## src/rtl/mem_crc_pkg.sv

```systemverilog
// Shared constants for the CRC-protected memory controller: one-hot state
// encoding, default CRC parameters and request direction codes.
package mem_crc_pkg;

    localparam int unsigned ST_W     = 8;
    localparam int unsigned S_IDLE   = 0;
    localparam int unsigned S_CRCW   = 1;
    localparam int unsigned S_WRITE  = 2;
    localparam int unsigned S_RDISS  = 3;
    localparam int unsigned S_RDWAIT = 4;
    localparam int unsigned S_CRCR   = 5;
    localparam int unsigned S_CHECK  = 6;
    localparam int unsigned S_RESP   = 7;

    typedef enum logic [ST_W-1:0] {
        IDLE   = ST_W'(1) << S_IDLE,
        CRCW   = ST_W'(1) << S_CRCW,
        WRITE  = ST_W'(1) << S_WRITE,
        RDISS  = ST_W'(1) << S_RDISS,
        RDWAIT = ST_W'(1) << S_RDWAIT,
        CRCR   = ST_W'(1) << S_CRCR,
        CHECK  = ST_W'(1) << S_CHECK,
        RESP   = ST_W'(1) << S_RESP
    } state_e;

    localparam int unsigned CRC_W_DEF    = 4;
    localparam logic [3:0]  CRC_POLY_DEF = 4'h3;
    localparam logic [3:0]  CRC_INIT_DEF = 4'h0;

    localparam logic RW_WRITE = 1'b0;
    localparam logic RW_READ  = 1'b1;

endpackage

```

## src/rtl/crc_serial.sv

```systemverilog
// Bit-serial MSB-first CRC register; init reseeds, en folds in one data bit.
module crc_serial
    import mem_crc_pkg::*;
#(
    parameter int unsigned      CRC_W    = CRC_W_DEF,
    parameter logic [CRC_W-1:0] CRC_POLY = CRC_POLY_DEF,
    parameter logic [CRC_W-1:0] CRC_INIT = CRC_INIT_DEF
) (
    input  logic             clk,
    input  logic             reset,
    input  logic             init,
    input  logic             en,
    input  logic             din,
    output logic [CRC_W-1:0] crc
);

    logic [CRC_W-1:0] crc_q, crc_d;
    logic             fb;

    always_comb begin
        fb    = crc_q[CRC_W-1] ^ din;
        crc_d = crc_q;
        if (init) begin
            crc_d = CRC_INIT;
        end else if (en) begin
            crc_d = {crc_q[CRC_W-2:0], 1'b0} ^ (fb ? CRC_POLY : '0);
        end
    end

    always_ff @(posedge clk or posedge reset) begin
        if (reset) begin
            crc_q <= CRC_INIT;
        end else begin
            crc_q <= crc_d;
        end
    end

    assign crc = crc_q;

endmodule

```

## src/rtl/mem_crc_ctrl.sv

```systemverilog
// Single-outstanding memory controller: writes store {data, crc}; reads
// recheck the stored CRC and retry up to MAX_RETRY times before flagging.
module mem_crc_ctrl
    import mem_crc_pkg::*;
#(
    parameter int unsigned      DATA_W    = 8,
    parameter int unsigned      ADDR_W    = 4,
    parameter int unsigned      CRC_W     = CRC_W_DEF,
    parameter logic [CRC_W-1:0] CRC_POLY  = CRC_POLY_DEF,
    parameter logic [CRC_W-1:0] CRC_INIT  = CRC_INIT_DEF,
    parameter int unsigned      MEM_LAT   = 1,
    parameter int unsigned      MAX_RETRY = 2
) (
    input  logic                    clk,
    input  logic                    reset,
    input  logic                    req_valid,
    output logic                    req_ready,
    input  logic                    req_rw,
    input  logic [ADDR_W-1:0]       req_addr,
    input  logic [DATA_W-1:0]       req_wdata,
    output logic                    mem_en,
    output logic                    mem_we,
    output logic [ADDR_W-1:0]       mem_addr,
    output logic [DATA_W+CRC_W-1:0] mem_wdata,
    input  logic [DATA_W+CRC_W-1:0] mem_rdata,
    output logic                    rsp_valid,
    input  logic                    rsp_ready,
    output logic [DATA_W-1:0]       rsp_rdata,
    output logic                    rsp_err,
    output logic [2:0]              rsp_retries,
    output logic [7:0]              state
);

    localparam int unsigned WORD_W = DATA_W + CRC_W;
    localparam int unsigned BIT_W  = $clog2(DATA_W);
    localparam int unsigned LAT_W  = $clog2(MEM_LAT + 1);

    state_e              state_q, state_d;
    logic [ADDR_W-1:0]   addr_q, addr_d;
    logic [DATA_W-1:0]   wdata_q, wdata_d;
    logic [WORD_W-1:0]   rdata_q, rdata_d;
    logic [BIT_W-1:0]    bit_cnt_q, bit_cnt_d;
    logic [LAT_W-1:0]    lat_cnt_q, lat_cnt_d;
    logic [2:0]          retry_q, retry_d;
    logic                req_ready_q, req_ready_d;
    logic                mem_en_q, mem_en_d;
    logic                mem_we_q, mem_we_d;
    logic                rsp_valid_q, rsp_valid_d;
    logic                rsp_err_q, rsp_err_d;
    logic [DATA_W-1:0]   rsp_rdata_q, rsp_rdata_d;

    logic                crc_init, crc_en, crc_din;
    logic [CRC_W-1:0]    crc;
    logic [DATA_W-1:0]   crc_src, crc_shift;
    logic                bit_last, lat_last;

    crc_serial #(
        .CRC_W   (CRC_W),
        .CRC_POLY(CRC_POLY),
        .CRC_INIT(CRC_INIT)
    ) u_crc (
        .clk  (clk),
        .reset(reset),
        .init (crc_init),
        .en   (crc_en),
        .din  (crc_din),
        .crc  (crc)
    );

    always_comb begin
        state_d     = state_q;
        addr_d      = addr_q;
        wdata_d     = wdata_q;
        rdata_d     = rdata_q;
        bit_cnt_d   = bit_cnt_q;
        lat_cnt_d   = lat_cnt_q;
        retry_d     = retry_q;
        rsp_err_d   = rsp_err_q;
        rsp_rdata_d = rsp_rdata_q;
        crc_init    = 1'b0;
        crc_en      = 1'b0;
        bit_last    = (bit_cnt_q == BIT_W'(DATA_W - 1));
        lat_last    = (lat_cnt_q == LAT_W'(MEM_LAT - 1));
        // One engine serves both passes; the source word follows the state.
        crc_src     = (state_q == CRCR) ? rdata_q[WORD_W-1:CRC_W] : wdata_q;
        crc_shift   = crc_src << bit_cnt_q;
        crc_din     = crc_shift[DATA_W-1];

        case (state_q)
            IDLE: begin
                if (req_valid) begin
                    addr_d    = req_addr;
                    wdata_d   = req_wdata;
                    bit_cnt_d = '0;
                    if (req_rw == RW_WRITE) begin
                        state_d  = CRCW;
                        crc_init = 1'b1;
                    end else begin
                        state_d = RDISS;
                    end
                end
            end
            CRCW: begin
                crc_en    = 1'b1;
                bit_cnt_d = bit_cnt_q + 1'b1;
                if (bit_last) begin
                    bit_cnt_d = '0;
                    state_d   = WRITE;
                end
            end
            WRITE: begin
                rsp_err_d   = 1'b0;
                rsp_rdata_d = '0;
                state_d     = RESP;
            end
            RDISS: begin
                lat_cnt_d = '0;
                state_d   = RDWAIT;
            end
            RDWAIT: begin
                lat_cnt_d = lat_cnt_q + 1'b1;
                if (lat_last) begin
                    rdata_d   = mem_rdata;
                    bit_cnt_d = '0;
                    crc_init  = 1'b1;
                    state_d   = CRCR;
                end
            end
            CRCR: begin
                crc_en    = 1'b1;
                bit_cnt_d = bit_cnt_q + 1'b1;
                if (bit_last) begin
                    bit_cnt_d = '0;
                    state_d   = CHECK;
                end
            end
            CHECK: begin
                rsp_rdata_d = rdata_q[WORD_W-1:CRC_W];
                if (crc == rdata_q[CRC_W-1:0]) begin
                    rsp_err_d = 1'b0;
                    state_d   = RESP;
                end else if (retry_q < 3'(MAX_RETRY)) begin
                    retry_d = retry_q + 1'b1;
                    state_d = RDISS;
                end else begin
                    rsp_err_d = 1'b1;
                    state_d   = RESP;
                end
            end
            RESP: begin
                if (rsp_ready) begin
                    retry_d = '0;
                    state_d = IDLE;
                end
            end
            default: state_d = IDLE;
        endcase

        req_ready_d = (state_d == IDLE);
        mem_en_d    = (state_d == WRITE) || (state_d == RDISS);
        mem_we_d    = (state_d == WRITE);
        rsp_valid_d = (state_d == RESP);
    end

    always_ff @(posedge clk or posedge reset) begin
        if (reset) begin
            state_q     <= IDLE;
            addr_q      <= '0;
            wdata_q     <= '0;
            rdata_q     <= '0;
            bit_cnt_q   <= '0;
            lat_cnt_q   <= '0;
            retry_q     <= '0;
            req_ready_q <= 1'b1;
            mem_en_q    <= 1'b0;
            mem_we_q    <= 1'b0;
            rsp_valid_q <= 1'b0;
            rsp_err_q   <= 1'b0;
            rsp_rdata_q <= '0;
        end else begin
            state_q     <= state_d;
            addr_q      <= addr_d;
            wdata_q     <= wdata_d;
            rdata_q     <= rdata_d;
            bit_cnt_q   <= bit_cnt_d;
            lat_cnt_q   <= lat_cnt_d;
            retry_q     <= retry_d;
            req_ready_q <= req_ready_d;
            mem_en_q    <= mem_en_d;
            mem_we_q    <= mem_we_d;
            rsp_valid_q <= rsp_valid_d;
            rsp_err_q   <= rsp_err_d;
            rsp_rdata_q <= rsp_rdata_d;
        end
    end

    // The CRC settles on the edge that enters WRITE, so the word is gated, not latched.
    assign mem_wdata   = mem_we_q ? {wdata_q, crc} : '0;
    assign req_ready   = req_ready_q;
    assign mem_en      = mem_en_q;
    assign mem_we      = mem_we_q;
    assign mem_addr    = addr_q;
    assign rsp_valid   = rsp_valid_q;
    assign rsp_err     = rsp_err_q;
    assign rsp_rdata   = rsp_rdata_q;
    assign rsp_retries = retry_q;
    assign state       = state_q;

endmodule

```

## config.mk

```make
export PLATFORM = sky130hd
export DESIGN_NAME = mem_crc_ctrl
export DESIGN_NICKNAME = d
export VERILOG_FILES = /design/src/rtl/mem_crc_pkg.sv /design/src/rtl/crc_serial.sv /design/src/rtl/mem_crc_ctrl.sv
export SDC_FILE = /design/constraint.sdc
export NUM_CORES = 1
export LEC_CHECK = 0
export ABC_CLOCK_PERIOD_IN_PS = 2600
export BUFFER_PORTS_ARGS = -buffer_cell sky130_fd_sc_hd__clkbuf_2
export CAP_MARGIN = 20
export CORE_ASPECT_RATIO = 0.6
export CORE_UTILIZATION = 50
export CTS_BUF_LIST = sky130_fd_sc_hd__clkbuf_8
export DETAILED_ROUTE_END_ITERATION = 10
export PLACE_DENSITY = 0.71
export SLEW_MARGIN = 20
export SYNTH_ARGS = -nofsm -noshare
export SYNTH_HDL_FRONTEND = slang
export SYNTH_SLANG_ARGS = --single-unit
```

## constraint.sdc

```tcl
create_clock -name clk -period 2.6 [get_ports clk]
set_input_delay 0.13 -clock clk [delete_from_list [all_inputs] [get_ports clk]]
set_output_delay 0.13 -clock clk [all_outputs]
set_load 0.01 [all_outputs]
```

# Yosys cells after proc, flatten, opt, wreduce, memory -nomap -nowiden
# Cells that the tools add are included.
# Widths: inputs -> output; s select.
dict set report word_totals {
  word_cells 86
  input_bits 29
  regBits 56
  out_inout_bits 40
}
dict set report classes {
  mux 32
  n_eq_ne 20
  add_sub_neg 3
  order_cmp 1
  shift 1
  bitwise_logic 3
  reduce_logical 12
}
# op n
set op_table {}
lappend op_table {{$mux 8} 8}
lappend op_table {{$pmux 8 s8} 1}
lappend op_table {{$mux 3} 6}
lappend op_table {{$eq 8x1->1 const B} 2}
lappend op_table {{$eq 8x3->1 const B} 2}
lappend op_table {{$eq 8x4->1 const B} 2}
lappend op_table {{$eq 8x8->1 const B} 2}
lappend op_table {{$pmux 8 s2} 1}
lappend op_table {{$mux 12} 1}
lappend op_table {{$mux 4} 3}
lappend op_table {{$ne 2x2->1 const B} 5}
lappend op_table {{$pmux 3 s3} 1}
lappend op_table {{$eq 8x2->1 const B} 1}
lappend op_table {{$eq 8x5->1 const B} 1}
lappend op_table {{$eq 8x6->1 const B} 1}
lappend op_table {{$eq 8x7->1 const B} 1}
lappend op_table {{$reduce_bool 2->1} 4}
lappend op_table {{$shl 8x3->8} 1}
lappend op_table {{$add 3x1->3 const B} 2}
lappend op_table {{$mux 1} 6}
lappend op_table {{$pmux 1 s2} 3}
lappend op_table {{$pmux 3 s2} 1}
lappend op_table {{$reduce_and 2->1} 3}
lappend op_table {{$eq 4x4->1} 1}
lappend op_table {{other kinds (13)} 13}

# Longest topological paths before layout
dict set report depth {
  word_depth 8
  ltp_mapped 6
  mapped_depth_nobuf 6
}

# By module
# Synthesis repeated with hierarchy kept, for this count alone.
dict set report unflattened {
  hier_cells 238
  hier_area_um2 2845.2
}
# module instances cells_each seq_area_each_um2 area_each_um2
set by_module_without_submodules {}
lappend by_module_without_submodules {mem_crc_ctrl 1 220 1303.8 2652.5}
lappend by_module_without_submodules {crc_serial 1 18 100.1 192.7}

# Worst setup path before layout
# Ideal clock, no wire load.
dict set report synth_timing {
  path_type {reg-to-reg}
  startpoint {register state_q[1] (netlist: state[1])}
  endpoint {register rdata_q[0]}
  t_required_ns 2.473
  arrival_time_ns 1.833
  setup_time_ns 0.127
  n_path_buf 2
  slack_ns 0.639
  period_less_slack_ns 1.961
  path_stages_with_launch 6
  path_cell_list {dfrtp_1 > buf_2 > or3_4 > nor4_4 > buf_6 > mux2_1}
}
dict set report synth_via {
  elab_chain_cells 2
}
# element line
set synth_lines {}
lappend synth_lines {{from (decl)} mem_crc_ctrl.sv:38} ;# state_e state_q, state_d;
lappend synth_lines {{from (signal assigned)} mem_crc_ctrl.sv:181} ;# state_q <= state_d;
lappend synth_lines {{$eq 8x5->1} mem_crc_ctrl.sv:89} ;# case (state_q)
lappend synth_lines {{$reduce_and 2->1 (no line)} --}
lappend synth_lines {{to (signal assigned)} mem_crc_ctrl.sv:184} ;# rdata_q <= rdata_d;
lappend synth_lines {{to (decl)} mem_crc_ctrl.sv:41} ;# logic [WORD_W-1:0] rdata_q, rdata_d;
# Every way passes these cells.
# A chain may end at the register's enable or synchronous reset.

# Worst setup path after layout
dict set report layout_timing {
  startpoint {register bit_cnt_q[1]}
  endpoint {register u_crc.crc_q[0] (netlist: u_crc.crc[0])}
}
dict set report layout_via {
  elab_chain_cells 6
}
# element line
set layout_lines {}
lappend layout_lines {{from (decl)} mem_crc_ctrl.sv:42} ;# logic [BIT_W-1:0] bit_cnt_q, bit_cnt_d;
lappend layout_lines {{from (signal assigned)} mem_crc_ctrl.sv:185} ;# bit_cnt_q <= bit_cnt_d;
lappend layout_lines {{$shl 8x3->8} mem_crc_ctrl.sv:86} ;# crc_shift = crc_src << bit_cnt_q;
lappend layout_lines {{$xor 1x1->1} crc_serial.sv:21} ;# fb = crc_q[CRC_W-1] ^ din;
lappend layout_lines {{$mux 2} crc_serial.sv:26} ;# crc_d = {crc_q[CRC_W-2:0], 1'b0} ^ (fb ? CRC_POLY : '0);
lappend layout_lines {{$xor 4x4->4} crc_serial.sv:26}
lappend layout_lines {{$mux 4} crc_serial.sv:25} ;# end else if (en) begin
lappend layout_lines {{$mux 4} crc_serial.sv:23} ;# if (init) begin
lappend layout_lines {{to (signal assigned)} crc_serial.sv:34} ;# crc_q <= crc_d;
lappend layout_lines {{to (decl)} crc_serial.sv:17} ;# logic [CRC_W-1:0] crc_q, crc_d;
# Every way passes these cells. The select of a mux whose other input is x is not followed.

==> impl_metrics.yaml <==
die:
  core-area_mm2: 0.00528
  die_w_um: 99.8
  initial_core_util_pct: 54.4
  ioPinCount: 69
  die_y_um: 60.7
  dieArea_mm2: 0.00606
  rows: 20
placed_design:
  dp_hpwl_um: 4480
  place.gp.congestion: 0.866
  io_buffers: 68
timing:
  max_freq_ghz: 0.468
  min_period_over_period_pct: 82.2
  hold_viol_final: 0
  finClkSkew_ps: 7.10
  maxSlewViolCount: 0
  finalSetupViolCount: 0
  relSlewSlack_pct: 58.4
  worst_pin_slew_ps: 621
  post-route-min-period_ps: 2140
  rsz0062_at_grt: "no"
  tns_ps: 0
power:
  cellInternalPower_mw: 1.90
  p_seq_share_pct: 47.3
  p_clk_share_pct: 16.0
  switching_share_pct: 36.4
  switchingPower_mw: 1.08
  power_density_mw_per_mm2: 883
  vdd_drop_max_mv: 0.351
  combPwrFrac_pct: 36.7
  finalPower_mw: 2.98
  power.leakage_nw: 1.70
synth:
  synth.yosys.seq_area_share_pct: 48.9
  syn-cell-area_mm2: 0.00287
  synthArstFlopShare_pct: 100
  ys_top_cells_by_area: "dfrtp_1 (47%), mux2_2 (5.9%), mux4_1 (3.7%)"
  syn_inst: 239
  synth-main-ff-cell: "dfrtp_1"
  yosys-top-cells-count: "dfrtp_1 (54), mux2_2 (15), nor2_1 (14)"
  syn_area_per_cell_um2: 12.0
  yosys_warnings: 0
  netlist.top_cell.by_area: "dfrtp_1"
  yosysTopAreaCellShare_pct: 47.1
  syn_nets: 271
  ys_seq_elements: 56
  synth-edff-count: 0
  synth_cell_types: 50
  synth_most_common_cell: "dfrtp_1"
clock_tree:
  htree_levels: 2
  path_clk_slew_ps: 100
  cts_root_buf: "clkbuf_8"
  numCtsBuffers: 5
  insertion_delay_ps: 300
  cts_tree: "built"
  post-cts-setup-buffer-count: 0
  cts.sinks: 56
  cts_buffer_depth: 2
global_route:
  grt_pass1_vias: 1952
  gr-total-overflow: 0
  track_usage_pct: 21.8
  antenna_found_initial: 0
  grt_max_degree: 30
  grt_first_pass_wirelength_um: 9890
run_status:
  status: "complete, no violations"
worst_hold_path:
  min_path_cells: 2
  hold_class: "primary input to flop"
critical_path:
  crit_path_end_kind: "flop"
  cp_max_fo: 6
  r2r_slack_ps: 460
  crit_top_cell: "mux2i_1"
  cp_slowest_cell: "mux4_1"
  worstSetupStartpointType: "flop"
  crit_chain: "mux4_1 > mux2i_1 > mux2i_1 > xor2_1 > a22o_1"
  worstPathRequired_ps: 2800
  cp.arrival_ps: 2340
  slowest_delay_ps: 610
  ff2ff_path_depth: 5
  path_class: "flop to flop"
job:
  maxCapViolations: 0
finish:
  drive_gt1_share_pct: 35.4
  layout.nets: 339
  diodes: 0
  area.growth.synth_to_final_pct: 17.5
drt:
  first_pass_iters: 5
  viasPerCell: 5.50
  num_vias: 2116
  wl_per_cell_um: 15.8
  drc: 0
  ant_nets: 0
  routed_wl_um: 6090
  initialDrtViolationCount: 108
final timing paths:
check / from / endpoint
max in group asynchronous: reset / state[0]
max: bit_cnt_q[1] / u_crc.crc[0]
min reg2reg: rsp_rdata[7] / rsp_rdata[7]
min in group asynchronous: reset / rsp_rdata[0]
max reg2reg: bit_cnt_q[1] / u_crc.crc[0]
min: mem_rdata[6] / rdata_q[6]
layout make-up:
cell class                      instances  area (µm²)
Clock buffer                            6        82.6
Clock inverter                          2        7.51
Fill cell                             433        1910
Inverter                                6        22.5
Multi-Input combinational cell        165        1370
Sequential cell                        56        1400
Tap cell                               77        96.3
Timing Repair Buffer                   73         393
flip-flops by register name, summed over array words and instances, names as in the netlist, 3 cells and up:
name         count
wdata_q          8
bit_cnt_q        3
state            8
u_crc.crc        4
mem_addr         4
rsp_retries      3
rdata_q         12
rsp_rdata        8
cells in the final DEF, fill, tap and decap left out, types with 6 or more instances in the layout:
master and instances:
a21oi_1 7, inv_1 7, o21ai_0 9, clkbuf_2 68, clkbuf_8 6, nor3_1 8
dfrtp_1 54, and2_1 13, nor2_1 14, mux2_1 9, nand2_1 9, mux2_2 15
a22o_1 12, xor2_1 6
per-layer routing:
layer	track usage, %	share of wire, %
met1	34.4	53
met2	30.1	41
met3	5.41	5.7
met4	4.83	0.36
met5	0	0
logic make-up (layout without fill, tap and decap cells):
group           after synthesis  in the layout  synth area share (%)
compound gates               46             46                  12.0
buf+inv                      18             87                  3.49
fa+ha+maj                     3              3                  1.31
flops                        56             56                  48.9
mux                          32             32                  14.5
xor+xnor                      8              8                  2.44
simple gates                 76             76                  17.4
stage by stage:
stage	instance area (µm²)	cells	utilization, %	worst slack, ps	hold slack [ps]
after floorplan	2870	239	-	639	265
after detailed placement	3270	376	62.0	499	222
after global routing	3370	385	63.9	310	35.9
final	3370	385	63.9	464	46.1
after CTS	3370	385	63.9	481	46.5
after global placement	3270	376	62.0	513	221
critical path, delay by kind of cell (launching register included):
family / cells / cell delay (ps)
XOR/XNOR: 1 / 160
multiplexers: 3 / 1130
AO/OA/AOI/OAI: 1 / 230
flip-flops: 1 / 510
power by group through the flow:
stage	Combinational, mW	Sequential, mW	Clock, mW
after floorplan	0.911	1.31	0
after global placement	1.07	1.41	0
after detailed placement	1.09	1.42	0
after CTS	1.10	1.40	0.486
after global routing	1.20	1.45	0.523
final	1.09	1.41	0.478
timing repair:
item / 4_1_cts / 5_1_grt
hold buffers: 1 / 0
endpoints found under the hold margin: 26 / 0
gates resized for setup: 0 / 0
(Power assumes the default switching activity.)
